## src/rtl/ifu_imem_fetch.sv

```systemverilog
// ---------------------------------------------------------------------------
// ifu_imem_fetch
//
// Fetch-memory stage sitting directly behind the PC generator. It takes one
// PC at a time, issues a single 8-byte-aligned read to instruction memory,
// picks the 32-bit word addressed by pc[2] out of the 64-bit response and
// hands {pc, inst, fault} to decode. A redirect (flush_i) throws away any
// in-flight work. At most one memory request is ever outstanding, so a
// request that was already accepted by memory is drained before the stage
// goes idle again.
//
// Optional feature macro: IFU_FETCH_ALIGN_CHECK_EN
//   defined   : a PC with pc[1:0] != 0 skips memory and is reported as a
//               fetch fault (inst = RESET_FAULT_INST) on the next cycle
//   undefined : pc[1:0] is ignored, every PC issues a memory read
//
// Ports
//   clk, reset          clock, synchronous active-high reset
//   pc_i/pc_valid_i     PC from the IFU and its valid
//   pc_ready_o          stage can take pc_i this cycle
//   flush_i             redirect, kill everything in flight
//   imem_req_*          read request channel (valid/ready, aligned address)
//   imem_resp_*         read response (valid, 64-bit data, access error)
//   out_valid_o/ready_i handshake towards decode
//   out_pc_o/inst_o     PC and instruction word presented to decode
//   out_fault_o         fetch fault for the presented PC
// ---------------------------------------------------------------------------
module ifu_imem_fetch #(
  parameter logic [31:0] RESET_FAULT_INST = 32'h0000_0013
) (
  input  logic        clk,
  input  logic        reset,
  input  logic [63:0] pc_i,
  input  logic        pc_valid_i,
  output logic        pc_ready_o,
  input  logic        flush_i,
  output logic        imem_req_valid_o,
  output logic [63:0] imem_req_addr_o,
  input  logic        imem_req_ready_i,
  input  logic        imem_resp_valid_i,
  input  logic [63:0] imem_resp_data_i,
  input  logic        imem_resp_err_i,
  output logic        out_valid_o,
  input  logic        out_ready_i,
  output logic [63:0] out_pc_o,
  output logic [31:0] out_inst_o,
  output logic        out_fault_o
);

  typedef enum logic [2:0] {
    IDLE,
    REQ,
    WAIT,
    DRAIN,
    HOLD
  } state_t;

  state_t      state;
  state_t      state_next;
  logic [63:0] pc_q;
  logic [31:0] inst_q;
  logic [31:0] inst_next;
  logic        fault_q;
  logic        fault_next;
  logic        load_result;
  logic        accept;
  logic        misaligned;

  // A new PC can enter when the stage is empty, or when the held result is
  // leaving this very cycle (back-to-back fetch). A flush blocks the
  // back-to-back path because the held result is being discarded instead.
  assign pc_ready_o = (state == IDLE) ||
                      ((state == HOLD) && out_ready_i && !flush_i);
  assign accept     = pc_valid_i && pc_ready_o && !flush_i;

`ifdef IFU_FETCH_ALIGN_CHECK_EN
  assign misaligned = (pc_i[1:0] != 2'b00);
`else
  assign misaligned = 1'b0;
`endif

  assign imem_req_valid_o = (state == REQ);
  assign imem_req_addr_o  = {pc_q[63:3], 3'b000};
  assign out_valid_o      = (state == HOLD) && !flush_i;
  assign out_pc_o         = pc_q;
  assign out_inst_o       = inst_q;
  assign out_fault_o      = fault_q;

  // Next-state and result-capture logic. A flush that lands after memory
  // has taken the request must still swallow the matching response, which
  // is what DRAIN is for; if that response shows up in the same cycle as
  // the flush there is nothing left to wait for and we go straight to IDLE.
  always_comb begin
    state_next  = state;
    load_result = 1'b0;
    inst_next   = inst_q;
    fault_next  = fault_q;

    case (state)
      IDLE: begin
        if (accept) begin
          state_next = misaligned ? HOLD : REQ;
        end
      end

      REQ: begin
        if (imem_req_ready_i) begin
          state_next = flush_i ? DRAIN : WAIT;
        end else if (flush_i) begin
          state_next = IDLE;
        end
      end

      WAIT: begin
        if (flush_i) begin
          state_next = imem_resp_valid_i ? IDLE : DRAIN;
        end else if (imem_resp_valid_i) begin
          state_next  = HOLD;
          load_result = 1'b1;
          fault_next  = imem_resp_err_i;
          if (imem_resp_err_i) begin
            inst_next = RESET_FAULT_INST;
          end else if (pc_q[2]) begin
            inst_next = imem_resp_data_i[63:32];
          end else begin
            inst_next = imem_resp_data_i[31:0];
          end
        end
      end

      DRAIN: begin
        if (imem_resp_valid_i) begin
          state_next = IDLE;
        end
      end

      HOLD: begin
        if (flush_i) begin
          state_next = IDLE;
        end else if (out_ready_i) begin
          if (accept) begin
            state_next = misaligned ? HOLD : REQ;
          end else begin
            state_next = IDLE;
          end
        end
      end

      default: begin
        state_next = IDLE;
      end
    endcase

    // A misaligned PC (only possible with the alignment check built in)
    // produces its fault result immediately instead of going to memory.
    if (accept && misaligned) begin
      load_result = 1'b1;
      inst_next   = RESET_FAULT_INST;
      fault_next  = 1'b1;
    end
  end

  // State register plus the PC and result registers that drive decode.
  // They only change on an accept or on a captured response, which keeps
  // the decode-facing outputs stable for as long as HOLD is presenting.
  always_ff @(posedge clk) begin
    if (reset) begin
      state   <= IDLE;
      pc_q    <= '0;
      inst_q  <= '0;
      fault_q <= 1'b0;
    end else begin
      state <= state_next;
      if (accept) begin
        pc_q <= pc_i;
      end
      if (load_result) begin
        inst_q  <= inst_next;
        fault_q <= fault_next;
      end
    end
  end

  // Memory may only answer a request it actually accepted, which can only
  // be outstanding in WAIT or DRAIN. Anything else is ignored by the logic
  // above and flagged here in simulation.
  resp_only_when_outstanding: assert property (
    @(posedge clk) disable iff (reset)
      imem_resp_valid_i |-> ((state == WAIT) || (state == DRAIN))
  );

endmodule
```

## config.mk

```make
export PLATFORM = sky130hd
export DESIGN_NAME = ifu_imem_fetch
export DESIGN_NICKNAME = d
export VERILOG_FILES = /design/src/rtl/ifu_imem_fetch.sv
export SDC_FILE = /design/constraint.sdc
export NUM_CORES = 1
export LEC_CHECK = 0
export BUFFER_PORTS_ARGS = -buffer_cell sky130_fd_sc_hd__buf_2
export CAP_MARGIN = 20
export CORE_AREA = 3 3 115 117
export CTS_CLUSTER_SIZE = 14
export DETAILED_ROUTE_END_ITERATION = 8
export DIE_AREA = 0 0 118 120
export HOLD_SLACK_MARGIN = 0.06
export PLACE_DENSITY = 0.72
export SYNTH_ARGS = -nofsm -noshare
export SYNTH_HDL_FRONTEND = slang
export SYNTH_SLANG_ARGS = --single-unit
```

## constraint.sdc

```tcl
create_clock -name clk -period 4.6 [get_ports clk]
set_clock_uncertainty 0.15 [all_clocks]
set_input_delay 0.23 -clock clk [delete_from_list [all_inputs] [get_ports clk]]
set_output_delay 0.23 -clock clk [all_outputs]
set_load 0.05 [all_outputs]
```

### Word-level counts from Yosys, hierarchy flattened

Cells that the tools add are included.

| storage, ports and cells | value |
|---|---|
| word-level logic and storage cells | 41 |
| input bits | 136 |
| bits in registers | 100 |

| cells by class | value |
|---|---|
| reductions and logical operators | 10 |
| muxes and demuxes | 17 |
| equality and inequality tests | 9 |
| bitwise logic cells | 1 |

Operators with widths:

| kind | number |
|---|---|
| $mux W32 | 2 |
| $mux W3 | 8 |
| $pmux W3 S5 | 1 |
| $eq A3 B2 Y1 const B | 2 |
| $ne A3 B3 Y1 const B | 2 |
| $logic_and A1 B1 Y1 | 5 |
| $mux W1 | 5 |
| $reduce_and A5 Y1 | 1 |
| $ne A2 B2 Y1 const B | 2 |
| $reduce_and A4 Y1 | 1 |
| $eq A3 B1 Y1 const B | 1 |
| $eq A3 B3 Y1 const B | 1 |
| $logic_not A3 Y1 | 1 |
| $ne A3 B2 Y1 const B | 1 |
| $mux W2 | 1 |
| $logic_not A1 Y1 | 1 |
| $logic_or A1 B1 Y1 | 1 |
| $not A1 Y1 | 1 |

### Logic depth before layout (Yosys ltp)

| depth | value |
|---|---|
| depth in word-level cells | 10 |
| mapped depth | 7 |

### Least setup slack after synthesis

No wires, ideal clock.

| timing path | value |
|---|---|
| path type | register to output |
| start | register state[0] |
| end | output pc_ready_o |
| cell stages (with the launch flop) | 3 |
| arrival | 1.640 ns |
| slack | 2.580 ns |
| path through | dfxtp_1 buf_2 a211oi_1 |

| between the ends | value |
|---|---|
| word-level cells in the longest chain between the ends | 4 |

Ends and longest elaborated chain:

| what | line | source |
|---|---|---|
| start, declared | 58 | `state_t state;` |
| start signal, assigned | 173 | `state <= state_next;` |
| $eq A3 B3 Y1 | 73 | `((state == HOLD) && out_ready_i && !flush_i);` |
| $logic_and A1 B1 Y1 (2 in series) | 73 |  |
| $logic_or A1 B1 Y1 (*) | 72 | `assign pc_ready_o = (state == IDLE) \|\|` |
| end, declared | 35 | `output logic pc_ready_o,` |

Mark *: on every way between the ends. The rest lies on a longest branch, timed or not.

### Final worst setup path

| timing path | value |
|---|---|
| start | register state[2] |
| end | register pc_q[54], in the netlist out_pc_o[54] |

| between the ends | value |
|---|---|
| word-level cells in the longest chain between the ends | 6 |

Ends and longest elaborated chain:

| what | line | source |
|---|---|---|
| $eq A3 B3 Y1 | 73 |  |
| $logic_and A1 B1 Y1 (2 in series) | 73 |  |
| $logic_or A1 B1 Y1 (*) | 72 |  |
| $logic_and A1 B1 Y1 (*) (2 in series) | 74 | `assign accept = pc_valid_i && pc_ready_o && !flush_i;` |
| end signal, assigned | 175 | `pc_q <= pc_i;` |
| end, declared | 60 | `logic [63:0] pc_q;` |

Marks and branches as above.
A chain may end at the register's enable or synchronous reset.

==> impl_metrics.toml <==
[worst_setup_path]
crit_arrival_ns = 2.40
worstSetupEndpointType = "register"
cp.required_ns = 4.61
crit_fanout = 41
worstSetupPathType = "reg -> reg"
start_kind = "register"

[cts]
post_cts_buffers = 0
tritoncts = "yes"
cts_inserted_buffers = 9
cts.clk_slew.worst_paths_ns = 0.07
htree_num_levels = 3
clock_latency_ns = 0.33
clock_path_buffers = 2
clock-sinks = 100
cts_root_buffer = "clkbuf_16"

[pwr]
p_leak_uw = 0.00312
p_total_uw = 2350
cellPowerDensity_nw_per_um2 = 356
peakVddDrop_mv = 0.217

[synthesis]
synth_area_leaders = "dfxtp_1, nand2_1, buf_4, a21oi_1, mux2i_1"
synth_seq_area_share = 0.438
synth_warnings = 0
synthDistinctLibCells = 32
async_flop_share = 0
synth_area_per_cell_sq_um = 8.20
yosys.area.top_type = "dfxtp_1"
synth_edf_count = 0
synth_seq_cells = 100
synthCells = 558
synth_common_cells = "nand2_1, dfxtp_1, a21oi_1"
synth_most_common_cell = "nand2_1"
netlist_area_sq_um = 4570
synth_top_area_frac = 0.438
ys.flop_type = "dfxtp_1"

[sta]
rsz0062_at_grt = "false"
max_freq_mhz = 419
period_share = 0.519
hold_viol = 0
finalSetupViolations = 0
drv_slew = 0
fin_crit_ns = 2.39
tns_ns = 0
whs_ns = 0.0756
worstMarginPinSlew_ns = 1.03
slew_headroom = 0.314

[global_routing]
antenna_found_initial = 0
grt_max_degree = 101
grt_pass1_vias = 4157
grt_overflow = 0
grt_usage = 0.173
grt_pass1_wl_um = 20300

[final_layout]
diodes = 0
seqCellArea_sq_um = 2000
layout-drive-gt1-share = 0.383
nFillCells = 1245
final_area_sq_um = 6590
area_delta_synth_final_pct = 44.0
postLayoutCoreUtil = 0.528
layout.nets = 971
multi_input_area_sq_um = 1840

[placed_design]
port_buffers = 296
placed_cell_area_sq_um = 5570
routabilityCongestion = 0.725
place_hpwl_um = 8750

[floorplanning]
die-area_sq_um = 14200
die_h_um = 120
initial_core_util = 0.367
row_count = 41
die_w_um = 118
io-pin-count = 300
core_area_sq_um = 12500

[drt]
avgRoutedWirePerCell_um = 12.8
final_antenna_net_count = 0
via_count = 4618
detail_route.first_pass.iterations = 4
initialDrtViolationCount = 224
finalWirelength_um = 13000
drc = 0
viasPerCell = 4.56

[status]
status = "completed"

[flow_run]
cap_violations = 0

[min_path]
min_path_type = "in -> reg"
[through the flow]
| stage | setup slack, ns | instances |
|---|---|---|
| floorplan | 2.58 | 560 |
| global route | 2.08 | 1012 |
| CTS | 2.07 | 1011 |
| global placement | 2.06 | 928 |
| finish | 2.21 | 1012 |
| detailed placement | 2.10 | 928 |
[final cells by class]
cell class                 instances  area share
inverter                           2     0.00114
tap                              172      0.0327
clock buffer                      10      0.0363
clock inverter                     6      0.0133
multi-input combinational        355       0.279
sequential                       100       0.304
timing repair buffer             367       0.334
[worst max-delay path, stage by stage, from the launching register on]
cell	delay [ns]
dfxtp_1	0.35
and2b_1	0.24
or4_2	0.87
buf_4	0.40
nand2_1	0.11
a21oi_1	0.07
[what timing repair did]
item	CTS	global route
gates resized for setup	0	0
hold buffers	67	0
endpoints found under the hold margin	67	0
[final timing paths]
path                     start       endpoint  slack [ns]  cells after the start
max reg2reg           state[2]   out_pc_o[54]        2.21                      5
min          imem_resp_valid_i       state[2]        0.08                      3
min reg2reg      out_inst_o[9]  out_inst_o[9]        0.30                      2
max                   state[2]   out_pc_o[54]        2.21                      5
[report_power, final]
| part | total (uW) | switching [uW] | internal, uW |
|---|---|---|---|
| clock | 806 | 315 | 491 |
| sequential | 946 | 39.7 | 906 |
| combinational | 594 | 412 | 183 |
[kinds of logic (layout without fill, tap and decap cells)]
family          Yosys count  after routing  synth area share
flops                   100            100             0.438
mux                      29             29            0.0635
buf+inv                 105            385             0.163
simple gates            216            216             0.210
other cells               1              3          0.000820
compound gates          107            107             0.126
[registers in the layout (all words and copies together), names as in the netlist]
name         count
state            3
out_inst_o      32
out_pc_o        64
out_fault_o      1
[metal layers]
layer / vias to the layer above / wire (um) / part of all wire / GRT usage
met4: 0 / 225 / 0.017 / 0.0623
met3: 18 / 980 / 0.076 / 0.0396
li1: 2327 / - / - / -
met2: 215 / 6630 / 0.51 / 0.310
met1: 2058 / 5140 / 0.40 / 0.202
met5: - / 0 / 0 / 0
[cell usage in the layout (no fill, tap or decap), drive strengths merged]
master and count:
and2b 2, nand3 1, a211oi 1, o21ai 1, nor2b 3, dlygate4sd3 67, o32a 1, mux2i 29
a221oi 1, nor2 6, dfxtp 100, and2 1, bufinv 2, or3 29, conb 3, or4 1
clkbuf 10, and3 1, a21oi 97, a32oi 1, nor4 1, inv 2, nor3b 1, a2111oi 3
a21boi 1, or2 1, nor3 5, nand2 161, o211a 1, clkinv 4, nand2b 3, buf 300
No activity file was read; power rests on OpenSTA's default activity.
